[config.mk]
export PLATFORM = sky130hd
export DESIGN_NAME = vga_fb_arbiter_flat
export DESIGN_NICKNAME = d
export VERILOG_FILES = /design/src/rtl/vga_fb_arbiter_if.sv /design/src/rtl/vga_fb_arbiter.sv /design/src/flat_wrapper.sv
export SDC_FILE = /design/constraint.sdc
export NUM_CORES = 1
export LEC_CHECK = 0
export ABC_AREA = 1
export CAP_MARGIN = 15
export CORE_MARGIN = 3
export CORE_UTILIZATION = 49
export DETAILED_ROUTE_END_ITERATION = 6
export GPL_TIMING_DRIVEN = 0
export PLACE_DENSITY_LB_ADDON = 0.25
export SKIP_CTS_REPAIR_TIMING = 1
export SYNTH_ARGS = -nofsm -noshare
export SYNTH_HDL_FRONTEND = slang
export SYNTH_SLANG_ARGS = --single-unit
[constraint.sdc]
create_clock -name clk -period 6.7 [get_ports clk]
set_clock_uncertainty 0.1 [all_clocks]
set_input_delay 1.34 -clock clk [delete_from_list [all_inputs] [get_ports clk]]
set_output_delay 1.34 -clock clk [all_outputs]
set_load 0.01 [all_outputs]
[src/rtl/vga_fb_arbiter_if.sv]
// Host access bus for the framebuffer arbiter: request/grant handshake plus
// the fixed-latency read response channel.
interface vga_fb_arbiter_if #(
    parameter int ADDR_W = 19,
    parameter int DATA_W = 8
);
    logic              host_req;
    logic              host_we;
    logic [ADDR_W-1:0] host_addr;
    logic [DATA_W-1:0] host_wdata;
    logic              host_gnt;
    logic              host_rvalid;
    logic [DATA_W-1:0] host_rdata;

    modport master (
        output host_req,
        output host_we,
        output host_addr,
        output host_wdata,
        input  host_gnt,
        input  host_rvalid,
        input  host_rdata
    );

    modport slave (
        input  host_req,
        input  host_we,
        input  host_addr,
        input  host_wdata,
        output host_gnt,
        output host_rvalid,
        output host_rdata
    );
endinterface

[src/rtl/vga_fb_arbiter.sv]
// Single-port framebuffer arbiter: scanout owns the RAM while fetching, the host
// gets blanking cycles. Optional stall statistics via VGA_FB_ARB_STATS_EN.
module vga_fb_arbiter #(
    parameter int H_DISPLAY = 640,
    parameter int V_DISPLAY = 480,
    parameter int ADDR_W    = 19,
    parameter int DATA_W    = 8
) (
    input  logic              clk,
    input  logic              rst,
    input  logic              scan_active,
    input  logic [9:0]        pixel_x,
    input  logic [9:0]        pixel_y,
    output logic              pix_valid,
    output logic [DATA_W-1:0] pix_data,
    vga_fb_arbiter_if.slave   host,
    output logic              mem_en,
    output logic              mem_we,
    output logic [ADDR_W-1:0] mem_addr,
    output logic [DATA_W-1:0] mem_wdata,
    input  logic [DATA_W-1:0] mem_rdata
`ifdef VGA_FB_ARB_STATS_EN
    ,
    output logic [15:0]       stat_stall_max
`endif
);

    typedef enum logic [1:0] {
        IDLE  = 2'd0,
        SCAN  = 2'd1,
        BLANK = 2'd2
    } state_t;

    localparam logic [ADDR_W:0] FB_WORDS = (ADDR_W + 1)'(H_DISPLAY * V_DISPLAY);

    state_t            state;
    state_t            next_state;
    logic              scan_own;
    logic              host_oor;
    logic [ADDR_W-1:0] scan_addr;

    logic              s1_scan;
    logic              s1_hrd;
    logic              s1_oor;
    logic              s2_scan;
    logic              s2_hrd;
    logic              s2_oor;

    assign scan_addr = ADDR_W'(pixel_y) * ADDR_W'(H_DISPLAY) + ADDR_W'(pixel_x);
    assign host_oor  = ({1'b0, host.host_addr} >= FB_WORDS);

    always_ff @(posedge clk or posedge rst) begin
        if (rst) begin
            state <= IDLE;
        end else begin
            state <= next_state;
        end
    end

    // Scanout is only trusted once a frame start has been seen; grant is gated by rst.
    always_comb begin
        next_state    = state;
        scan_own      = 1'b0;
        host.host_gnt = 1'b0;
        case (state)
            IDLE: begin
                if (scan_active && (pixel_x == 10'd0) && (pixel_y == 10'd0)) begin
                    next_state = SCAN;
                end
            end
            SCAN: begin
                if (!scan_active) begin
                    next_state = BLANK;
                end
            end
            BLANK: begin
                if (scan_active) begin
                    next_state = SCAN;
                end
            end
            default: next_state = IDLE;
        endcase
        scan_own      = (state != IDLE) && scan_active;
        host.host_gnt = host.host_req && !scan_own && !rst;
    end

    always_ff @(posedge clk or posedge rst) begin
        if (rst) begin
            mem_en    <= 1'b0;
            mem_we    <= 1'b0;
            mem_addr  <= '0;
            mem_wdata <= '0;
            s1_scan   <= 1'b0;
            s1_hrd    <= 1'b0;
            s1_oor    <= 1'b0;
        end else begin
            s1_scan <= scan_own;
            s1_hrd  <= host.host_gnt && !host.host_we;
            s1_oor  <= host.host_gnt && host_oor;
            if (scan_own) begin
                mem_en   <= 1'b1;
                mem_we   <= 1'b0;
                mem_addr <= scan_addr;
            end else if (host.host_gnt && !host_oor) begin
                mem_en    <= 1'b1;
                mem_we    <= host.host_we;
                mem_addr  <= host.host_addr;
                mem_wdata <= host.host_wdata;
            end else begin
                mem_en <= 1'b0;
                mem_we <= 1'b0;
            end
        end
    end

    // Tags travel alongside the RAM access so the response lands exactly three cycles after the grant.
    always_ff @(posedge clk or posedge rst) begin
        if (rst) begin
            s2_scan          <= 1'b0;
            s2_hrd           <= 1'b0;
            s2_oor           <= 1'b0;
            pix_valid        <= 1'b0;
            pix_data         <= '0;
            host.host_rvalid <= 1'b0;
            host.host_rdata  <= '0;
        end else begin
            s2_scan          <= s1_scan;
            s2_hrd           <= s1_hrd;
            s2_oor           <= s1_oor;
            pix_valid        <= s2_scan;
            host.host_rvalid <= s2_hrd;
            if (s2_scan) begin
                pix_data <= mem_rdata;
            end
            if (s2_hrd) begin
                host.host_rdata <= s2_oor ? '0 : mem_rdata;
            end
        end
    end

`ifdef VGA_FB_ARB_STATS_EN
    logic [15:0] stall_run;
    logic [15:0] stall_next;

    assign stall_next = (stall_run == 16'hFFFF) ? stall_run : stall_run + 16'd1;

    always_ff @(posedge clk or posedge rst) begin
        if (rst) begin
            stall_run      <= '0;
            stat_stall_max <= '0;
        end else if (host.host_req && !host.host_gnt) begin
            stall_run <= stall_next;
            if (stall_next > stat_stall_max) begin
                stat_stall_max <= stall_next;
            end
        end else begin
            stall_run <= '0;
        end
    end
`endif

endmodule
[src/flat_wrapper.sv]
// flat-port wrapper written by rule: the top's interface ports become plain ports
module vga_fb_arbiter_flat 
#(
    parameter int H_DISPLAY = 640,
    parameter int V_DISPLAY = 480,
    parameter int ADDR_W    = 19,
    parameter int DATA_W    = 8
)
  (clk, rst, scan_active, pixel_x, pixel_y, pix_valid, pix_data, mem_en, mem_we, mem_addr, mem_wdata, mem_rdata, host_host_req, host_host_we, host_host_addr, host_host_wdata, host_host_gnt, host_host_rvalid, host_host_rdata);
  vga_fb_arbiter_if #(.ADDR_W(ADDR_W), .DATA_W(DATA_W)) host_i ();
  input  logic clk;
  input  logic rst;
  input  logic scan_active;
  input  logic [9:0] pixel_x;
  input  logic [9:0] pixel_y;
  output logic pix_valid;
  output logic [DATA_W-1:0] pix_data;
  output logic mem_en;
  output logic mem_we;
  output logic [ADDR_W-1:0] mem_addr;
  output logic [DATA_W-1:0] mem_wdata;
  input  logic [DATA_W-1:0] mem_rdata;
  input wire logic [$bits(host_i.host_req)-1:0] host_host_req;
  input wire logic [$bits(host_i.host_we)-1:0] host_host_we;
  input wire logic [$bits(host_i.host_addr)-1:0] host_host_addr;
  input wire logic [$bits(host_i.host_wdata)-1:0] host_host_wdata;
  output wire logic [$bits(host_i.host_gnt)-1:0] host_host_gnt;
  output wire logic [$bits(host_i.host_rvalid)-1:0] host_host_rvalid;
  output wire logic [$bits(host_i.host_rdata)-1:0] host_host_rdata;
  assign host_i.host_req = host_host_req;
  assign host_i.host_we = host_host_we;
  assign host_i.host_addr = host_host_addr;
  assign host_i.host_wdata = host_host_wdata;
  assign host_host_gnt = host_i.host_gnt;
  assign host_host_rvalid = host_i.host_rvalid;
  assign host_host_rdata = host_i.host_rdata;
  vga_fb_arbiter #(.H_DISPLAY(H_DISPLAY), .V_DISPLAY(V_DISPLAY), .ADDR_W(ADDR_W), .DATA_W(DATA_W)) u_core (.clk(clk), .rst(rst), .scan_active(scan_active), .pixel_x(pixel_x), .pixel_y(pixel_y), .pix_valid(pix_valid), .pix_data(pix_data), .host(host_i), .mem_en(mem_en), .mem_we(mem_we), .mem_addr(mem_addr), .mem_wdata(mem_wdata), .mem_rdata(mem_rdata));
endmodule
# After elaboration in Yosys (flattened, before gate mapping)
# Index checks and enable logic that the tools add are counted.
# word_totals
regBits	55
in_bits	60
output_inout_bits	48
word_cells	54
# classes
n_addsub	1
multipliers	1
magnitude_cmp	1
n_eq_ne	5
mux	11
bitwise	1
n_reduce_logical	19
# op_table
cell	n
19-bit 2-to-1 mux	2
10-bit zero test	2
19-bit by 10-bit adder with 19-bit output	1
19-bit >= comparator (second input constant)	1
10-bit by 3-bit multiplier with 12-bit output (second input constant)	1
1-bit logical AND	8
8-bit 2-to-1 mux	1
2-bit 2-to-1 mux	3
2-bit case mux with 3 select lines	1
1-bit zero test	4
1-bit 2-to-1 mux	4
2-bit != test (second input constant)	2
2-bit nonzero test	2
3-bit AND reduction	1
2-bit by 1-bit == test with 1-bit output (second input constant)	1
2-bit == test (second input constant)	1
2-bit zero test	1
2-bit by 1-bit != test with 1-bit output (second input constant)	1
2-bit AND reduction	1
1-bit inverter	1

# Depth between registers and ports, before layout
# logic_depth
word_depth	8
mapped_depth	15
ltp_nobuf	15

# Least setup slack after synthesis
# Ideal clock, no wire load.
# synth_path
path_type	input to output
startpoint	input port rst
endpoint	output port host_host_gnt
t_arrival_ns	2.819
required_time_ns	5.260
slack_ns	2.441
stages	3
path_buffers	0
cell_sequence	inv_1 nand3_4 inv_4
# synth_between
elab_chain_len	2
# synth_rtl
element	line_no	source
from (decl)	flat_wrapper.sv:12	input logic rst;
1-bit zero test (no line)	n/a	
1-bit logical AND	vga_fb_arbiter.sv:84	host.host_gnt = host.host_req && !scan_own && !rst;
to (decl)	flat_wrapper.sv:27	output wire logic [$bits(host_i.host_gnt)-1:0] host_host_gnt;
# No other way between the ends.

# Worst setup path in the final report
# Same ends and word-level chain as after synthesis.

==> impl_metrics.yaml <==
run_status:
  outcome: "finished clean"
route:
  wl_met3_um: 414
  via_count: 2783
  viasPerCell: 5.09
  ant_nets: 0
  maxUsedRoutingLayer: "met4"
  wl_met2_mm: 3.60
  drt-total-wl_mm: 7.58
  wl_met1_mm: 3.39
  drt_iter0_drc: 156
  drcViolationCount: 0
  wire_per_inst_um: 13.9
  drtPass1Iterations: 4
clock_network:
  cts_tree: "done"
  clk_latency_ns: 0.30
  ctsRootBufferMaster: "clkbuf_8"
  clock-sinks: 55
  numCtsBuffers: 5
  h-tree-depth: 2
  path_clk_slew_ns: 0.10
  ctsLongestPathBuffers: 2
yosys:
  yosys_warnings: 0
  yosysMostFrequentCell: "nand2_1"
  netlist.top_cell.by_area: "dfrtp_1"
  ys_ff_latch: 55
  ys_seq_area_frac: 0.447
  yosysTopAreaCellShare: 0.447
  synth_edf_count: 0
  synth_cell_types: 37
  syn_nets: 437
  async_flop_share: 1.00
  synth_area_mm2: 0.00308
  synthTopCellsByArea: "dfrtp_1 (45%), nand2_1 (11%), ha_1 (7.7%)"
  netlist_top_cells_count: "nand2_1 (94), dfrtp_1 (55), inv_1 (31), nor2_1 (31), nand3_1 (27)"
  syn_inst: 356
  postSynthAreaPerCell_um2: 8.65
  ys.flop_type: "dfrtp_1"
timing:
  holdWs_ns: 0.254
  max-slew-margin-rel: 0.624
  final-setup-viol-count: 0
  hold_violations: 0
  max_freq_mhz: 230
  drv_slew: 0
  worst_pin_slew_ns: 0.564
  post-route-min-period_ns: 4.35
  fin_tns_setup_ns: 0
  rsz0062_at_grt: "no"
  period_share: 0.649
die:
  dieArea_mm2: 0.00727
  core_mm2: 0.00599
  die_x_um: 85.3
  pin_count: 108
  initial_core_util: 0.514
  rows: 28
  die_h_um: 85.3
pwr:
  p_switching_w: 0.000465
  p_sw_frac: 0.338
  power_leakage_nw: 2.03
  p_int_w: 0.000910
  clkPwrFrac: 0.160
  combPwrFrac: 0.468
  ir_worst_vdd_v: 0.000190
  p_seq_frac: 0.373
  power_density_mw_per_mm2: 314
  power_w: 0.00138
setup_path:
  critPathKind: "primary input to output port"
  cp-end-kind: "output port"
  cp_slowest_cell: "clkdlybuf4s50_1"
  max_stage_delay_ns: 0.53
  worstPathCellList: "clkdlybuf4s50_1 > inv_2 > nand3_4 > inv_4 > clkdlybuf4s50_1"
  path_buf_inv: 4
  cpLargestDelayFamily: "buffers and inverters"
  crit_path_start_kind: "primary input"
  critPathArrivalTime_ns: 2.91
  crit_fanout: 21
  cp.required_ns: 5.26
  crit_top_cell: "clkdlybuf4s50_1"
run:
  maxCapViolations: 0
place:
  placed_area_mm2: 0.00427
  post-dp-hpwl_mm: 5.95
  place_congestion: 0.865
  portBuffers: 107
layout:
  diodes: 0
  multi_input_area_mm2: 0.00149
  final_area_mm2: 0.00438
  n_fill_cell: 441
  nets: 552
  area_delta_synth_final_pct: 42.1
  register_area_mm2: 0.00138
  drive_gt1_frac: 0.0996
global_route:
  antenna_found_initial: 0
  overflow: 0
  track_usage: 0.215
  grt_max_degree: 37
  grt_pass1_vias: 2750
  grt_pass1_wl_mm: 12.7
hold_path:
  min_path_type: "flop to flop"
## flip-flops by register name, summed over array words and instances (netlist names), 2 cells and up
register,cells
u_core.state,2
u_core.mem_addr,19
u_core.pix_data,8
u_core.host.host_rdata,8
u_core.mem_wdata,8
## worst reg2reg max path, cell delays in order, from the launching register on
cell and delay [ns]:
dfrtp_1 0.41, nor2_2 0.19, nor2_4 0.07, inv_6 0.11, clkbuf_1 0.46, o21ai_0 0.21
a21oi_1 0.15
## layout make-up
class                           count  share of cell area
Buffer                              9              0.0163
Clock buffer                        6              0.0166
Clock inverter                      2             0.00886
Inverter                           36              0.0326
Multi-Input combinational cell    256               0.340
Sequential cell                    55               0.314
Tap cell                           75              0.0214
Timing Repair Buffer              108               0.249
## stage by stage
stage	setup WS, ns	util	instances
3_5_place_dp	2.32	0.712	539
3_3_place_gp	1.03	0.709	538
5_1_grt	2.26	0.731	547
6_report	2.35	0.731	547
4_1_cts	2.32	0.731	547
2_1_floorplan	2.44	-	356
## power by group through the flow
stage	registers, W	clock network (W)	logic [W]
final	0.000513	0.000220	0.000643
after global routing	0.000528	0.000233	0.000701
after CTS	0.000514	0.000223	0.000650
after detailed placement	0.000520	0	0.000645
after global placement	0.000516	0	0.000629
after floorplan	0.000567	0	0.000263
## path summary, 6_finish.rpt
kind,from,endpoint,slack (ns),cells past startpoint
max,rst,host_host_gnt,2.35,5
min,u_core.s1_hrd$_DFF_PP0_,u_core.s2_hrd$_DFF_PP0_,0.25,0
max reg2reg,u_core.state[1]$_DFFE_PP0P_,u_core.mem_addr[12]$_DFFE_PP0P_,4.92,6
min reg2reg,u_core.s1_hrd$_DFF_PP0_,u_core.s2_hrd$_DFF_PP0_,0.25,0
max in group asynchronous,rst,u_core.pix_valid$_DFF_PP0_,4.65,3
min in group asynchronous,rst,u_core.mem_we$_DFF_PP0_,1.28,2
## layer usage
layer  up-vias  track usage
met2        92        0.359
met1      1286        0.286
li1       1391            -
met3        14       0.0350
met4         0       0.0705
met5         -            0
## cells by family (layout without fill, tap and decap cells)
| logic type | after synthesis | count (layout) | synth area share |
|---|---|---|---|
| fa+ha+maj | 21 | 21 | 0.0902 |
| buf+inv | 45 | 161 | 0.0695 |
| simple gates | 194 | 194 | 0.301 |
| flops | 55 | 55 | 0.447 |
| xor+xnor | 3 | 3 | 0.00853 |
| compound gates | 30 | 30 | 0.0548 |
| mux | 8 | 8 | 0.0292 |
## placed cells by master (no fill, tap or decap), types with 3 or more instances in the layout
cell type,instances
nand3b_1,6
inv_2,4
nand2_1,94
buf_6,3
clkbuf_8,5
nand3_1,27
nor3_1,12
mux2_2,8
o21ai_0,13
nor2_4,3
clkdlybuf4s50_1,107
a21oi_1,10
inv_1,30
nor2_2,4
a31oi_1,3
dfrtp_1,55
clkbuf_1,5
nor4_1,4
nor2_1,31
or2_2,3
ha_1,19
Note: power is estimated with default switching activity, not from simulation.
